### config.mk
export PLATFORM = sky130hd
export DESIGN_NAME = semamem_client_flat
export DESIGN_NICKNAME = d
export VERILOG_FILES = /design/src/rtl/semamem_client_if.sv /design/src/rtl/semamem_client.sv /design/src/flat_wrapper.sv
export SDC_FILE = /design/constraint.sdc
export NUM_CORES = 1
export LEC_CHECK = 0
export CAP_MARGIN = 20
export CORE_AREA = 4 4 106 108
export CTS_CLUSTER_DIAMETER = 80
export CTS_CLUSTER_SIZE = 24
export DETAILED_ROUTE_END_ITERATION = 12
export DIE_AREA = 0 0 110 112
export DONT_BUFFER_PORTS = 1
export PLACE_DENSITY_LB_ADDON = 0.08
export SYNTH_ARGS = -nofsm -noshare
export SYNTH_HDL_FRONTEND = slang
export SYNTH_SLANG_ARGS = --single-unit
### constraint.sdc
create_clock -name clk_i -period 2.6 [get_ports clk_i]
set_input_delay 0.26 -clock clk_i [delete_from_list [all_inputs] [get_ports clk_i]]
set_output_delay 0.26 -clock clk_i [all_outputs]
set_load 0.01 [all_outputs]
### src/rtl/semamem_client_if.sv
// Semaphore memory bus: initiator drives the strobe, address and write data;
// the responder returns a single-cycle ack with read data.
interface semamem_client_if;
    logic        cs_o;
    logic        cyc_o;
    logic        stb_o;
    logic        we_o;
    logic [12:0] adr_o;
    logic [7:0]  dat_o;
    logic        ack_i;
    logic [7:0]  dat_i;

    modport master (
        output cs_o, cyc_o, stb_o, we_o, adr_o, dat_o,
        input  ack_i, dat_i
    );

    modport slave (
        input  cs_o, cyc_o, stb_o, we_o, adr_o, dat_o,
        output ack_i, dat_i
    );
endinterface

### src/rtl/semamem_client.sv
// Command-to-bus initiator for the semaphore memory: acquire with retry/backoff,
// release, peek and set, with a guaranteed strobe-low cycle between accesses.
module semamem_client #(
    parameter int unsigned MAX_TRIES = 16,
    parameter int unsigned BACKOFF   = 8,
    parameter int unsigned BUS_TO    = 64
) (
    input  logic                    clk_i,
    input  logic                    rst_i,
    input  logic                    req_i,
    input  logic [1:0]              op_i,
    input  logic [7:0]              sem_i,
    input  logic [3:0]              amt_i,
    input  logic [7:0]              val_i,
    output logic                    busy_o,
    output logic                    done_o,
    output logic                    ok_o,
    output logic                    err_o,
    output logic [7:0]              val_o,
    semamem_client_if.master        bus
);

    typedef enum logic [1:0] {StIdle, StBus, StGap, StBackoff} state_e;

    localparam logic [1:0] OpAcquire = 2'b00;
    localparam logic [1:0] OpRelease = 2'b01;
    localparam logic [1:0] OpPeek    = 2'b10;
    localparam logic [1:0] OpSet     = 2'b11;

    localparam logic [9:0] BusToLast   = 10'(BUS_TO - 1);
    localparam logic [7:0] BackoffLast = 8'(BACKOFF - 1);
    localparam logic [7:0] MaxTriesW   = 8'(MAX_TRIES);

    state_e      state_q, state_d;
    logic [1:0]  op_q, op_d;
    logic [7:0]  try_q, try_d;
    logic [9:0]  to_q, to_d;
    logic [7:0]  bo_q, bo_d;
    logic        busy_q, busy_d;
    logic        done_q, done_d;
    logic        ok_q, ok_d;
    logic        err_q, err_d;
    logic [7:0]  val_q, val_d;
    logic        stb_q, stb_d;
    logic        we_q, we_d;
    logic [12:0] adr_q, adr_d;
    logic [7:0]  dat_q, dat_d;

    always_comb begin
        state_d = state_q;
        op_d    = op_q;
        try_d   = try_q;
        to_d    = to_q;
        bo_d    = bo_q;
        busy_d  = busy_q;
        done_d  = 1'b0;
        ok_d    = 1'b0;
        err_d   = 1'b0;
        val_d   = val_q;
        stb_d   = stb_q;
        we_d    = we_q;
        adr_d   = adr_q;
        dat_d   = dat_q;

        unique case (state_q)
            StIdle: begin
                if (req_i) begin
                    op_d    = op_i;
                    busy_d  = 1'b1;
                    stb_d   = 1'b1;
                    to_d    = '0;
                    try_d   = 8'd1;
                    state_d = StBus;
                    unique case (op_i)
                        OpAcquire: begin
                            adr_d = {1'b0, sem_i, 4'h1};
                            we_d  = 1'b0;
                            dat_d = '0;
                        end
                        OpRelease: begin
                            adr_d = {1'b0, sem_i, amt_i};
                            we_d  = 1'b1;
                            dat_d = '0;
                        end
                        OpPeek: begin
                            adr_d = {1'b1, sem_i, 4'h0};
                            we_d  = 1'b0;
                            dat_d = '0;
                        end
                        OpSet: begin
                            adr_d = {1'b1, sem_i, 4'h0};
                            we_d  = 1'b1;
                            dat_d = val_i;
                        end
                    endcase
                end
            end

            StBus: begin
                if (bus.ack_i) begin
                    if (!we_q) begin
                        val_d = bus.dat_i;
                    end
                    stb_d   = 1'b0;
                    state_d = StGap;
                end else if (to_q == BusToLast) begin
                    stb_d   = 1'b0;
                    busy_d  = 1'b0;
                    done_d  = 1'b1;
                    err_d   = 1'b1;
                    state_d = StIdle;
                end else begin
                    to_d = to_q + 10'd1;
                end
            end

            StGap: begin
                // A zero read on acquire means the responder saturated: nothing was taken.
                if (op_q == OpAcquire && val_q == 8'd0) begin
                    if (MAX_TRIES != 0 && try_q == MaxTriesW) begin
                        busy_d  = 1'b0;
                        done_d  = 1'b1;
                        state_d = StIdle;
                    end else begin
                        try_d   = try_q + 8'd1;
                        bo_d    = '0;
                        state_d = StBackoff;
                    end
                end else begin
                    busy_d  = 1'b0;
                    done_d  = 1'b1;
                    ok_d    = 1'b1;
                    state_d = StIdle;
                end
            end

            StBackoff: begin
                if (bo_q == BackoffLast) begin
                    stb_d   = 1'b1;
                    to_d    = '0;
                    state_d = StBus;
                end else begin
                    bo_d = bo_q + 8'd1;
                end
            end

            default: state_d = StIdle;
        endcase
    end

    always_ff @(posedge clk_i) begin
        if (rst_i) begin
            state_q <= StIdle;
            op_q    <= '0;
            try_q   <= '0;
            to_q    <= '0;
            bo_q    <= '0;
            busy_q  <= 1'b0;
            done_q  <= 1'b0;
            ok_q    <= 1'b0;
            err_q   <= 1'b0;
            val_q   <= '0;
            stb_q   <= 1'b0;
            we_q    <= 1'b0;
            adr_q   <= '0;
            dat_q   <= '0;
        end else begin
            state_q <= state_d;
            op_q    <= op_d;
            try_q   <= try_d;
            to_q    <= to_d;
            bo_q    <= bo_d;
            busy_q  <= busy_d;
            done_q  <= done_d;
            ok_q    <= ok_d;
            err_q   <= err_d;
            val_q   <= val_d;
            stb_q   <= stb_d;
            we_q    <= we_d;
            adr_q   <= adr_d;
            dat_q   <= dat_d;
        end
    end

    assign busy_o    = busy_q;
    assign done_o    = done_q;
    assign ok_o      = ok_q;
    assign err_o     = err_q;
    assign val_o     = val_q;
    assign bus.cs_o  = stb_q;
    assign bus.cyc_o = stb_q;
    assign bus.stb_o = stb_q;
    assign bus.we_o  = we_q;
    assign bus.adr_o = adr_q;
    assign bus.dat_o = dat_q;

endmodule

### src/flat_wrapper.sv
// flat-port wrapper written by rule: the top's interface ports become plain ports
module semamem_client_flat 
#(
    parameter int unsigned MAX_TRIES = 16,
    parameter int unsigned BACKOFF   = 8,
    parameter int unsigned BUS_TO    = 64
)
  (clk_i, rst_i, req_i, op_i, sem_i, amt_i, val_i, busy_o, done_o, ok_o, err_o, val_o, bus_cs_o, bus_cyc_o, bus_stb_o, bus_we_o, bus_adr_o, bus_dat_o, bus_ack_i, bus_dat_i);
  semamem_client_if bus_i ();
  input  logic clk_i;
  input  logic rst_i;
  input  logic req_i;
  input  logic [1:0] op_i;
  input  logic [7:0] sem_i;
  input  logic [3:0] amt_i;
  input  logic [7:0] val_i;
  output logic busy_o;
  output logic done_o;
  output logic ok_o;
  output logic err_o;
  output logic [7:0] val_o;
  output wire logic [$bits(bus_i.cs_o)-1:0] bus_cs_o;
  output wire logic [$bits(bus_i.cyc_o)-1:0] bus_cyc_o;
  output wire logic [$bits(bus_i.stb_o)-1:0] bus_stb_o;
  output wire logic [$bits(bus_i.we_o)-1:0] bus_we_o;
  output wire logic [$bits(bus_i.adr_o)-1:0] bus_adr_o;
  output wire logic [$bits(bus_i.dat_o)-1:0] bus_dat_o;
  input wire logic [$bits(bus_i.ack_i)-1:0] bus_ack_i;
  input wire logic [$bits(bus_i.dat_i)-1:0] bus_dat_i;
  assign bus_cs_o = bus_i.cs_o;
  assign bus_cyc_o = bus_i.cyc_o;
  assign bus_stb_o = bus_i.stb_o;
  assign bus_we_o = bus_i.we_o;
  assign bus_adr_o = bus_i.adr_o;
  assign bus_dat_o = bus_i.dat_o;
  assign bus_i.ack_i = bus_ack_i;
  assign bus_i.dat_i = bus_dat_i;
  semamem_client #(.MAX_TRIES(MAX_TRIES), .BACKOFF(BACKOFF), .BUS_TO(BUS_TO)) u_core (.clk_i(clk_i), .rst_i(rst_i), .req_i(req_i), .op_i(op_i), .sem_i(sem_i), .amt_i(amt_i), .val_i(val_i), .busy_o(busy_o), .done_o(done_o), .ok_o(ok_o), .err_o(err_o), .val_o(val_o), .bus(bus_i));
endmodule
### Word-level counts from Yosys, hierarchy flattened

Cells that the tools add are included.

* add/sub/neg operators: 3
* equality and inequality tests: 19
* multiplexer cells: 38
* bitwise operators: 3
* reductions and logical operators: 23

Operators by type and width (number)
* two-way mux 8 bit: 6
* one-hot mux 8 bit (2 select lines): 3
* two-way mux 10 bit: 4
* one-hot mux 13 bit (3 select lines): 1
* one-hot mux 10 bit (3 select lines): 1
* adder 8 x 1 -> 8 bit, second input constant: 2
* two-way mux 1 bit: 12
* two-way mux 2 bit: 6
* AND reduction 4 bit: 3
* adder 10 x 1 -> 10 bit, second input constant: 1
* equality test 10 x 6 -> 1 bit, second input constant: 1
* != test 2 bit, second input constant: 5
* AND reduction 5 bit: 2
* OR reduction 2 bit: 5
* equality test 2 bit, second input constant: 4
* equality test 8 x 3 -> 1 bit, second input constant: 1
* equality test 8 x 5 -> 1 bit, second input constant: 1
* logical NOT 8 bit: 1
* one-hot mux 2 bit (4 select lines): 1
* logical NOT 2 bit: 3
* != test 2 x 1 -> 1 bit, second input constant: 3
* one-hot mux 1 bit (3 select lines): 2
* AND reduction 3 bit: 2
* nonzero test 3 bit: 2
* 9 further kinds: 14

* bits in registers: 65
* bits of input ports: 34
* output and inout bits: 37
* logic and storage cells: 100

### Logic depth before layout (Yosys ltp)

Gate-level depths: netlist of the first run.

* word-level depth: 4
* depth in mapped cells: 9
* mapped depth without buffers: 7

### Least setup slack after synthesis of the first run

No wires, ideal clock.

* kind: register to register
* start point: reg u_core.state_q[1]
* end point: reg u_core.to_q[8]
* setup time: 0.070 ns
* arrival: 1.815 ns
* required time: 2.530 ns
* path slack: 0.714 ns
* cell stages (with the launch flop): 9
* buffers on the path: 1
* clock period less this slack: 1.886 ns
* cells stage by stage: dfxtp_1 > inv_1 > ha_1 > buf_2 > and2_1 > nor2_1 > nand2_2 > or4_1 > a21oi_1

* longest elaborated chain between the ends: 3
* elaborated cells on any way between the ends: 10
* classes of those cells: eq/ne (6); mux (1); reduce/logical (3)

RTL lines
* start: declaration: line semamem_client.sv:34 `state_e state_q, state_d;`
* start signal: assignment: line semamem_client.sv:153 `state_q <= StIdle;`
* start signal: assignment: line semamem_client.sv:168 `state_q <= state_d;`
* equality test 2 x 1 -> 1 bit (tied with other cells): line semamem_client.sv:65 `unique case (state_q)`
* != test 2 bit (no source line) (tied with other cells)
* AND reduction 5 bit (no source line)
* end signal: assignment: line semamem_client.sv:171 `to_q <= to_d;`
* end: declaration: line semamem_client.sv:37 `logic [9:0] to_q, to_d;`

Parallel ways exist; a longest one is shown, timed or not.
A chain may end at the register's enable or synchronous reset.

### Worst setup path in the final report of the first run

Ends and elaborated chain as after synthesis.

==> run_results.csv, run 1 <==
group,metric,value,unit
global_routing,grt_pass1_wl,13100,um
setup_path,crit_fanout,10,
clock_network,cts_tree,"done",
run,drv_cap,0,
setup_path,cp_top_family,"simple AND/OR/NAND/NOR gates",
final_layout,nFillCells,1096,
synth,synth_area,3040,um2
floorplan,die_w,110,um
setup_path,cp_data_required_time,2870,ps
setup_path,critPathBufInv,1,
synth,synth_fp_nets,406,
setup_path,reg2reg_setup_slack,500,ps
place,place_hpwl,5560,um
final_layout,area_growth,10.9,%
timing,tightest_slew,620,ps
final_layout,fin_nets,402,
clock_network,clk_latency,340,ps
routing,dr.pass1.iters,5,
timing,holdWs,39.9,ps
timing,finalHoldViolCount,0,
timing,max_freq,476,MHz
floorplan,dieArea,12300,um2
clock_network,post_cts_buffers,0,
run_status,status,"finished, final reports clean",
final_layout,antenna_cells,0,
power_and_ir_drop,power_leakage,1.14,nW
synth,synth.avg_cell_area,8.36,um2
global_routing,grt_max_degree,51,
setup_path,worstPathArrival,2370,ps
setup_path,cp-start-kind,"register",
global_routing,overflow,0,
floorplan,die_h,112,um
routing,drc,0,
floorplan,rows,37,
routing,routed_wirelength,7960,um
synth,synthCells,364,
synth,seq_area_frac_synth,42.8,%
min_path,min_path_type,"input pin to register",
timing,fin_tns_setup,0,ps
synth,synth_ff_type,"dfxtp_1",
floorplan,ios,71,
routing,vias,2583,
setup_path,path_cells,"inv_1, ha_1, and2_1, nor2_1, nand2_2, or4_1, a21oi_1",
timing,slew-limit-headroom,58.6,%
routing,avgViaCountPerCell,5.16,
power_and_ir_drop,p_total,2.27,mW
clock_network,cts_resized,0,
power_and_ir_drop,cellPowerDensity,672,nW/um2
global_routing,antenna_found_initial,0,
synth,ys_warn_count,0,
timing,slew_violations,0,
clock_network,clkTransAtPathRegs,80,ps
final_layout,drive_above_1_share,10.1,%
routing,drt_iter0_drc,144,
global_routing,grt_pass1_vias,2561,
setup_path,critical_path_class,"register to register",
synth,synth_edf_count,0,
clock_network,cts_buffer_depth,2,
synth,synthArstFlopShare,0,%
synth,synth_cell_type_count,58,
global_routing,track_usage,13.4,%
clock_network,numCtsBuffers,9,
timing,finalSetupViolations,0,
setup_path,worstSetupEndpointType,"register",
floorplan,core,10200,um2
power_and_ir_drop,peakVddDrop,0.000270,V
final_layout,multi_input_area,1610,um2
clock_network,htree_levels,3,
synth,synth_seq_cells,65,
timing,fin_ws,500,ps
clock_network,cts.sinks,65,
routing,drtAntennaViolNets,0,
place,gp_congestion,0.757,
setup_path,slowest_delay,510,ps
timing,post-route-period-util,80.8,%
clock_network,root_buffer,"clkbuf_8",
place,port_buffers,0,
setup_path,critPathSlowestCell,"or4_1",
routing,wire_per_inst,15.9,um
floorplan,initial_utilization,29.7,%
timing,rsz0062_at_grt,"false",
place,dp_slack,517,ps
timing,min_period,2100,ps
timing,finClkSkew,10.4,ps
final_layout,regArea,1300,um2
==> per-stage QoR <==
| stage | util, % | instances | cell area (um2) |
|---|---|---|---|
| 2_1_floorplan | - | 364 | 3040 |
| 3_3_place_gp | 30.8 | 483 | 3150 |
| 3_5_place_dp | 30.8 | 483 | 3150 |
| 4_1_cts | 33.0 | 501 | 3370 |
| 5_1_grt | 33.0 | 501 | 3370 |
| 6_report | 33.0 | 501 | 3370 |
==> final timing paths <==
check	end	depth (start not counted)	from
worst max-delay path	u_core.to_q[8]$_SDFFE_PP0P_	7	u_core.state_q[1]$_SDFFE_PP0P_
worst min register to register	u_core.op_q[0]$_SDFFE_PP0P_	2	u_core.op_q[0]$_SDFFE_PP0P_
worst min-delay path	u_core.val_o[6]$_SDFFE_PP0P_	2	bus_dat_i[6]
worst max register to register	u_core.to_q[8]$_SDFFE_PP0P_	7	u_core.state_q[1]$_SDFFE_PP0P_
==> repair_timing <==
action                     in CTS  in global routing
setup endpoints to repair       0                  0
hold endpoints to repair       50                  0
hold buffers                    2                  0
==> final cells by class <==
type | instances | area share, %
inverter | 11 | 1.22
timing repair buffer | 5 | 1.56
clock buffer | 10 | 3.78
multi-input combinational | 268 | 47.8
sequential | 65 | 38.6
clock inverter | 6 | 2.00
tap | 136 | 5.04
==> routing by layer <==
layer	share of wire, %	up-vias	GRT usage, %
met4	1.5	0	4.74
met5	0	-	0
met1	47	1202	17.5
met3	8.3	11	5.74
li1	-	1301	-
met2	44	69	19.5
==> flip-flops by register name, indices dropped and copies added (netlist names) <==
name              cells
u_core.to_q          10
u_core.val_o          8
u_core.op_q           2
u_core.err_o          1
u_core.done_o         1
u_core.bus.adr_o     13
u_core.bo_q           8
u_core.bus.dat_o      8
u_core.busy_o         1
u_core.try_q          8
u_core.state_q        2
u_core.bus.cs_o       1
u_core.ok_o           1
u_core.bus.we_o       1
==> where the power goes <==
| group | switching (mW) | internal (mW) |
|---|---|---|
| logic | 0.196 | 0.104 |
| clock network | 0.423 | 0.446 |
| registers | 0.0590 | 1.04 |
| total | 0.679 | 1.59 |
==> Yosys cell counts, drive strengths merged, types with 3 or more instances <==
library cell	n	area, um2
dfxtp	65	1300
nand2	59	224
a21oi	37	185
nor2	27	101
nand3	17	90.1
clkbuf	14	52.6
a22oi	12	90.1
inv	11	41.3
nor3	11	55.1
o21ai	9	45.0
ha	8	100
and2	7	43.8
buf	6	32.5
o211ai	6	45.0
a31oi	5	31.3
and3	5	32.5
nand4	5	46.3
nand2b	4	25.0
nor4	4	31.3
a211oi	3	22.5
a21o	3	22.5
a31o	3	26.3
nor2b	3	18.8
o31ai	3	22.5
o32ai	3	26.3
or3	3	18.8
or4	3	22.5
==> cell families after synthesis <==
family	Yosys count	synth area share [%]
AND/OR/NAND/NOR	159	27.1
multiplexers	3	1.03
flip-flops	65	42.8
buffers and inverters	31	4.15
adder cells (fa/ha/maj)	8	3.29
AO/OA/AOI/OAI	98	21.6
==> worst register-to-register path, delay by kind of cell (launching register included) <==
kind | cells | cell delay [ps]
compound gates | 1 | 150
buf+inv | 1 | 80
simple gates | 4 | 1110
fa+ha+maj | 1 | 320
flops | 1 | 370
==> cells in the final DEF (no fill, tap or decap), types with 4 or more instances in the layout <==
master / synthesis / routed
nand4_1: 4 / 4
nand2b_1: 4 / 4
ha_1: 8 / 8
o21ai_0: 9 / 9
inv_1: 11 / 11
and3_1: 4 / 4
a21oi_1: 37 / 37
nor3_1: 11 / 11
dfxtp_1: 65 / 65
a31oi_1: 5 / 5
nor2_1: 27 / 27
and2_1: 7 / 7
clkbuf_8: 0 / 9
a22oi_1: 12 / 12
o211ai_1: 6 / 6
nand3_1: 16 / 16
nand2_1: 58 / 58
(Power assumes the default switching activity.)
==> run 2: changes to the inputs <==
clock period = 2.1 ns   (was 2.6 ns; I/O delays follow)
==> run 2 against run 1 <==
  * Clock power increased by 13%
  * Critical path depth shrank 1
  * Setup slack lost 360 ps
  * Routed wire length grew 0.40%
  * Count of clock-buffer cells in the layout unchanged
  * Cell area up 7.9%
  * Maximum frequency rose by 7.3%
  * Power is 22% higher
  * Non-clock buffer count is 28 higher
  * Hold slack got worse by 19 ps
  * Cell count rose by 5.6%
  * Critical endpoint is now u_core.to_q[5]$_SDFFE_PP0P_
  * Highest routed layer unchanged
==> run_results.csv, run 2 (same netlist as run 1, synthesis figures left out) <==
group,metric,value,unit
final_layout,area_growth,19.7,%
clock_network,clkTransAtPathRegs,80,ps
setup_path,critPathBufInv,0,
global_routing,grt_pass1_vias,2589,
run_status,status,"finished, final reports clean",
power_and_ir_drop,p_total,2.77,mW
timing,slew_violations,0,
setup_path,critPathSlowestCell,"or4_1",
floorplan,rows,37,
final_layout,drive_above_1_share,12.5,%
floorplan,dieArea,12300,um2
place,place_hpwl,5520,um
routing,drc,0,
power_and_ir_drop,peakVddDrop,0.000348,V
global_routing,track_usage,13.7,%
power_and_ir_drop,power_leakage,1.26,nW
routing,wire_per_inst,15.1,um
final_layout,largest_reg_flops,13,
setup_path,cp_top_family,"simple AND/OR/NAND/NOR gates",
timing,tightest_slew,504,ps
setup_path,worstSetupEndpointType,"register",
routing,dr.pass1.iters,4,
clock_network,clk_latency,340,ps
global_routing,grt_max_degree,51,
clock_network,numCtsBuffers,9,
final_layout,fin_area,3640,um2
setup_path,slowest_delay,470,ps
final_layout,final_common_cell,"dfxtp_1",
timing,finalSetupViolations,0,
final_layout,antenna_cells,0,
routing,avgViaCountPerCell,5.03,
timing,holdWs,20.6,ps
clock_network,htree_levels,3,
timing,max_freq,511,MHz
routing,drt_iter0_drc,146,
timing,rsz0062_at_grt,"false",
clock_network,cts.sinks,65,
clock_network,cts_buffer_depth,2,
timing,fin_tns_setup,0,ps
floorplan,die_w,110,um
routing,routed_wirelength,7990,um
final_layout,layout_common_cells,"dfxtp_1 (63), nand2_1 (58), a21oi_1 (37)",
timing,finClkSkew,10.7,ps
setup_path,crit_fanout,6,
final_layout,fin_nets,430,
global_routing,antenna_found_initial,0,
final_layout,final_cell_count_no_fill,529,
setup_path,worstPathArrival,2220,ps
floorplan,core,10200,um2
routing,vias,2660,
global_routing,overflow,0,
timing,slew-limit-headroom,65.9,%
min_path,min_path_type,"input pin to register",
timing,post-route-period-util,93.2,%
place,numPlacedInstances,489,
setup_path,path_cells,"ha_4, nand4bb_4, o41ai_4, nand2_2, or4_1, a31oi_1",
setup_path,cp_data_required_time,2360,ps
run,drv_cap,0,
timing,finalHoldViolCount,0,
place,port_buffers,0,
clock_network,root_buffer,"clkbuf_8",
timing,min_period,1960,ps
floorplan,die_h,112,um
setup_path,critical_path_class,"register to register",
power_and_ir_drop,cellPowerDensity,760,nW/um2
final_layout,multi_input_area,1630,um2
place,post_dp_cell_area,3190,um2
final_layout,nFillCells,1042,
floorplan,ios,71,
setup_path,cp-start-kind,"register",
routing,drtAntennaViolNets,0,
place,gp_congestion,0.757,
final_layout,regArea,1300,um2
clock_network,cts_tree,"done",
floorplan,initial_utilization,29.7,%
global_routing,grt_pass1_wl,13400,um
==> run 2: cell types whose count changed in the layout (fill, tap and decap cells not counted), sizes merged <==
cell,change
bufinv,-1
clkinv,+1
buf,+7
dlygate4sd3,+21
==> run 2: through the flow <==
step,setup WS (ps),utilization [%]
global placement,176,31.2
finish,143,35.6
global route,24.2,35.6
floorplan,214,-
detailed placement,127,31.2
CTS,89.0,35.3
==> run 2: layout make-up <==
class                      count  share of cell area [%]
multi-input combinational    268                    44.8
clock buffer                  10                    3.78
timing repair buffer          33                    8.66
sequential                    65                    35.8
clock inverter                 6                    1.17
tap                          136                    4.68
inverter                      11                    1.13
==> run 2: final timing paths <==
check                                                 start                          endpoint  slack (ps)  depth (start not counted)
worst min register to register  u_core.op_q[0]$_SDFFE_PP0P_       u_core.op_q[0]$_SDFFE_PP0P_         480                          2
worst max-delay path            u_core.bo_q[1]$_SDFFE_PP0P_       u_core.to_q[5]$_SDFFE_PP0P_         140                          6
worst max register to register  u_core.bo_q[1]$_SDFFE_PP0P_       u_core.to_q[5]$_SDFFE_PP0P_         140                          6
worst min-delay path                               val_i[5]  u_core.bus.dat_o[5]$_SDFFE_PP0P_          20                          2
==> run 2: worst register-to-register path: stages, from the launching register on <==
cell and delay [ps]:
dfxtp_2 370, ha_4 160, nand4bb_4 130, o41ai_4 450, nand2_2 110, or4_1 470, a31oi_1 190
==> run 2: what timing repair did <==
item                                    CTS  global route
resized for setup                         0             5
hold buffers                             23             0
endpoints found under the setup margin    0             3
endpoints found under the hold margin    50             0
setup buffers                             0             1
==> run 2: per-layer routing <==
metal / global-route usage (%) / up-vias / share of wire (%) / routed length [um]
met4: 4.74 / 0 / 1.6 / 125
met3: 5.28 / 9 / 7.7 / 617
met1: 18.0 / 1214 / 47 / 3720
li1: - / 1363 / - / -
met2: 20.5 / 74 / 44 / 3520
met5: 0 / - / 0 / 0
==> run 2: where the power goes <==
| part | internal (mW) | switching (mW) |
|---|---|---|
| Sequential | 1.29 | 0.0746 |
| Clock | 0.462 | 0.522 |
| Combinational | 0.169 | 0.251 |
| Total | 1.92 | 0.848 |
==> run 3: changes to the inputs <==
CTS_BUF_LIST = sky130_fd_sc_hd__clkbuf_16   (was default)
CTS_CLUSTER_SIZE = default   (was 24)
==> run 3 against run 2 <==
  * Setup slack got worse by 45 ps
  * Cell count fell by 4.0%
  * Critical path depth unchanged
  * Register-to-register slack lost 50 ps
  * Clock power up 38%
  * Largest power group unchanged
  * Highest routed layer unchanged
==> run_results.csv, run 3 (same netlist as run 1, synthesis figures left out) <==
group,metric,value,unit
final_layout,nFillCells,1056,
setup_path,reg2reg_setup_slack,100,ps
power_and_ir_drop,power_leakage,1.21,nW
floorplan,initial_utilization,29.7,%
setup_path,critical_path_class,"register to register",
timing,post-route-period-util,95.3,%
power_and_ir_drop,cellPowerDensity,885,nW/um2
power_and_ir_drop,peakVddDrop,0.000373,V
clock_network,htree_levels,3,
min_path,worstHoldStart,"sem_i[3]",
clock_network,cts.sinks,65,
final_layout,fin_nets,409,
floorplan,rows,37,
global_routing,antenna_found_initial,0,
clock_network,numCtsBuffers,9,
clock_network,cts_tree,"done",
setup_path,cp-start-kind,"register",
clock_network,cts_buffer_depth,2,
routing,drtAntennaViolNets,0,
routing,routed_wirelength,7880,um
place,numPlacedInstances,489,
setup_path,crit_fanout,6,
setup_path,rr_startpoint,"u_core.bo_q[1]$_SDFFE_PP0P_",
timing,min_period,2000,ps
clock_network,root_buffer,"clkbuf_16",
floorplan,dieArea,12300,um2
clock_network,clkTransAtPathRegs,60,ps
timing,finalHoldViolCount,0,
routing,avgViaCountPerCell,5.04,
timing,slew-limit-headroom,65.8,%
place,gp_congestion,0.757,
setup_path,worstSetupEndpointType,"register",
final_layout,drive_above_1_share,12.4,%
global_routing,grt.busiest_layer,"met2",
floorplan,core,10200,um2
final_layout,final_cell_count_no_fill,508,
final_layout,area_growth,15.7,%
setup_path,critPathLaunch,"u_core.bo_q[1]$_SDFFE_PP0P_",
global_routing,overflow,0,
run_status,status,"finished, final reports clean",
final_layout,final_common_cell,"dfxtp_1",
global_routing,use_met1,17.6,%
setup_path,worstPathArrival,2250,ps
routing,drt_iter0_drc,149,
timing,slew_violations,0,
floorplan,die_h,112,um
final_layout,antenna_cells,0,
timing,max_freq,499,MHz
floorplan,die_w,110,um
global_routing,use_met2,19.9,%
place,place_hpwl,5520,um
place,port_buffers,0,
global_routing,grt_pass1_wl,13100,um
timing,finalSetupViolations,0,
global_routing,grt_pass1_vias,2482,
setup_path,cp_data_required_time,2340,ps
final_layout,layout_common_cells,"dfxtp_1 (65), nand2_1 (58), a21oi_1 (37)",
timing,tightest_slew,507,ps
global_routing,grt_max_degree,51,
min_path,min_path_type,"input pin to register",
global_routing,grt.met3_usage,6.26,%
run,drv_cap,0,
timing,finClkSkew,7.71,ps
timing,fin_tns_setup,0,ps
routing,dr.pass1.iters,4,
setup_path,endpoint,"u_core.to_q[5]$_SDFFE_PP0P_",
setup_path,rr_worst_depth,6,
global_routing,track_usage,13.5,%
clock_network,clk_latency,330,ps
routing,wire_per_inst,15.5,um
floorplan,ios,71,
final_layout,largest_reg_flops,13,
routing,drc,0,
routing,vias,2559,
setup_path,r2r-end,"u_core.to_q[5]$_SDFFE_PP0P_",
## run 3: cell count changes in the layout (fill, tap and decap cells not counted), sizes merged
cell | previous run | this run
clkbuf | 10 | 9
clkinv | 3 | 4
dlygate4sd3 | 22 | 1
## run 3: area by class of cell
cell class	instances	area, um2	share of cell area (%)
multi-input cells	268	1630	46.3
flip-flops and latches	65	1300	37.0
clock buffers	9	225	6.40
well taps	136	170	4.84
repair buffers	12	105	2.99
clock inverters	7	46.3	1.32
inverters	11	41.3	1.17
## run 3: metal layers
metal	part of all wire (%)	wire length (um)
met3	8.0	633
met5	0	0
met1	47	3710
met4	1.6	125
met2	43	3410
## run 3: where the power goes
part / switching [mW] / total, mW / internal (mW) / leakage, nW
logic: 0.243 / 0.387 / 0.144 / 0.553
clock network: 0.568 / 1.36 / 0.796 / 0.129
registers: 0.0747 / 1.36 / 1.29 / 0.528
## run 3: through the flow
stage	worst slack [ps]	hold slack (ps)	area (um2)	power, mW	utilization, %
floorplan	214	301	3040	1.67	-
global placement	176	294	3190	1.76	31.2
detailed placement	127	295	3190	1.76	31.2
CTS	95.3	3.36	3500	3.17	34.2
global route	-4.68	2.90	3520	3.30	34.4
finish	97.7	15.3	3520	3.11	34.4
## run 3: worst min path at each step
stage	endpoint	slack, ps	depth (start not counted)
after global routing	u_core.val_o[0]$_SDFFE_PP0P_	3	2
after global placement	u_core.val_o[2]$_SDFFE_PP0P_	290	1
after CTS	u_core.bus.adr_o[7]$_SDFFE_PP0P_	3	2
final	u_core.bus.adr_o[7]$_SDFFE_PP0P_	20	2
after floorplan	u_core.err_o$_SDFF_PP0_	300	1
after detailed placement	u_core.val_o[5]$_SDFFE_PP0P_	300	1
## run 3: critical path, stage by stage, from the launching register on
cell and delay, ps:
dfxtp_1 400, ha_4 180, nand4bb_4 130, o41ai_4 450
nand2_2 110, or4_1 480, a31oi_1 190
## run 3: what timing repair did
item,CTS,global route
hold buffers,2,0
setup endpoints to repair,0,3
buffers inserted,0,1
resized for setup,0,3
endpoints found under the hold margin,50,0
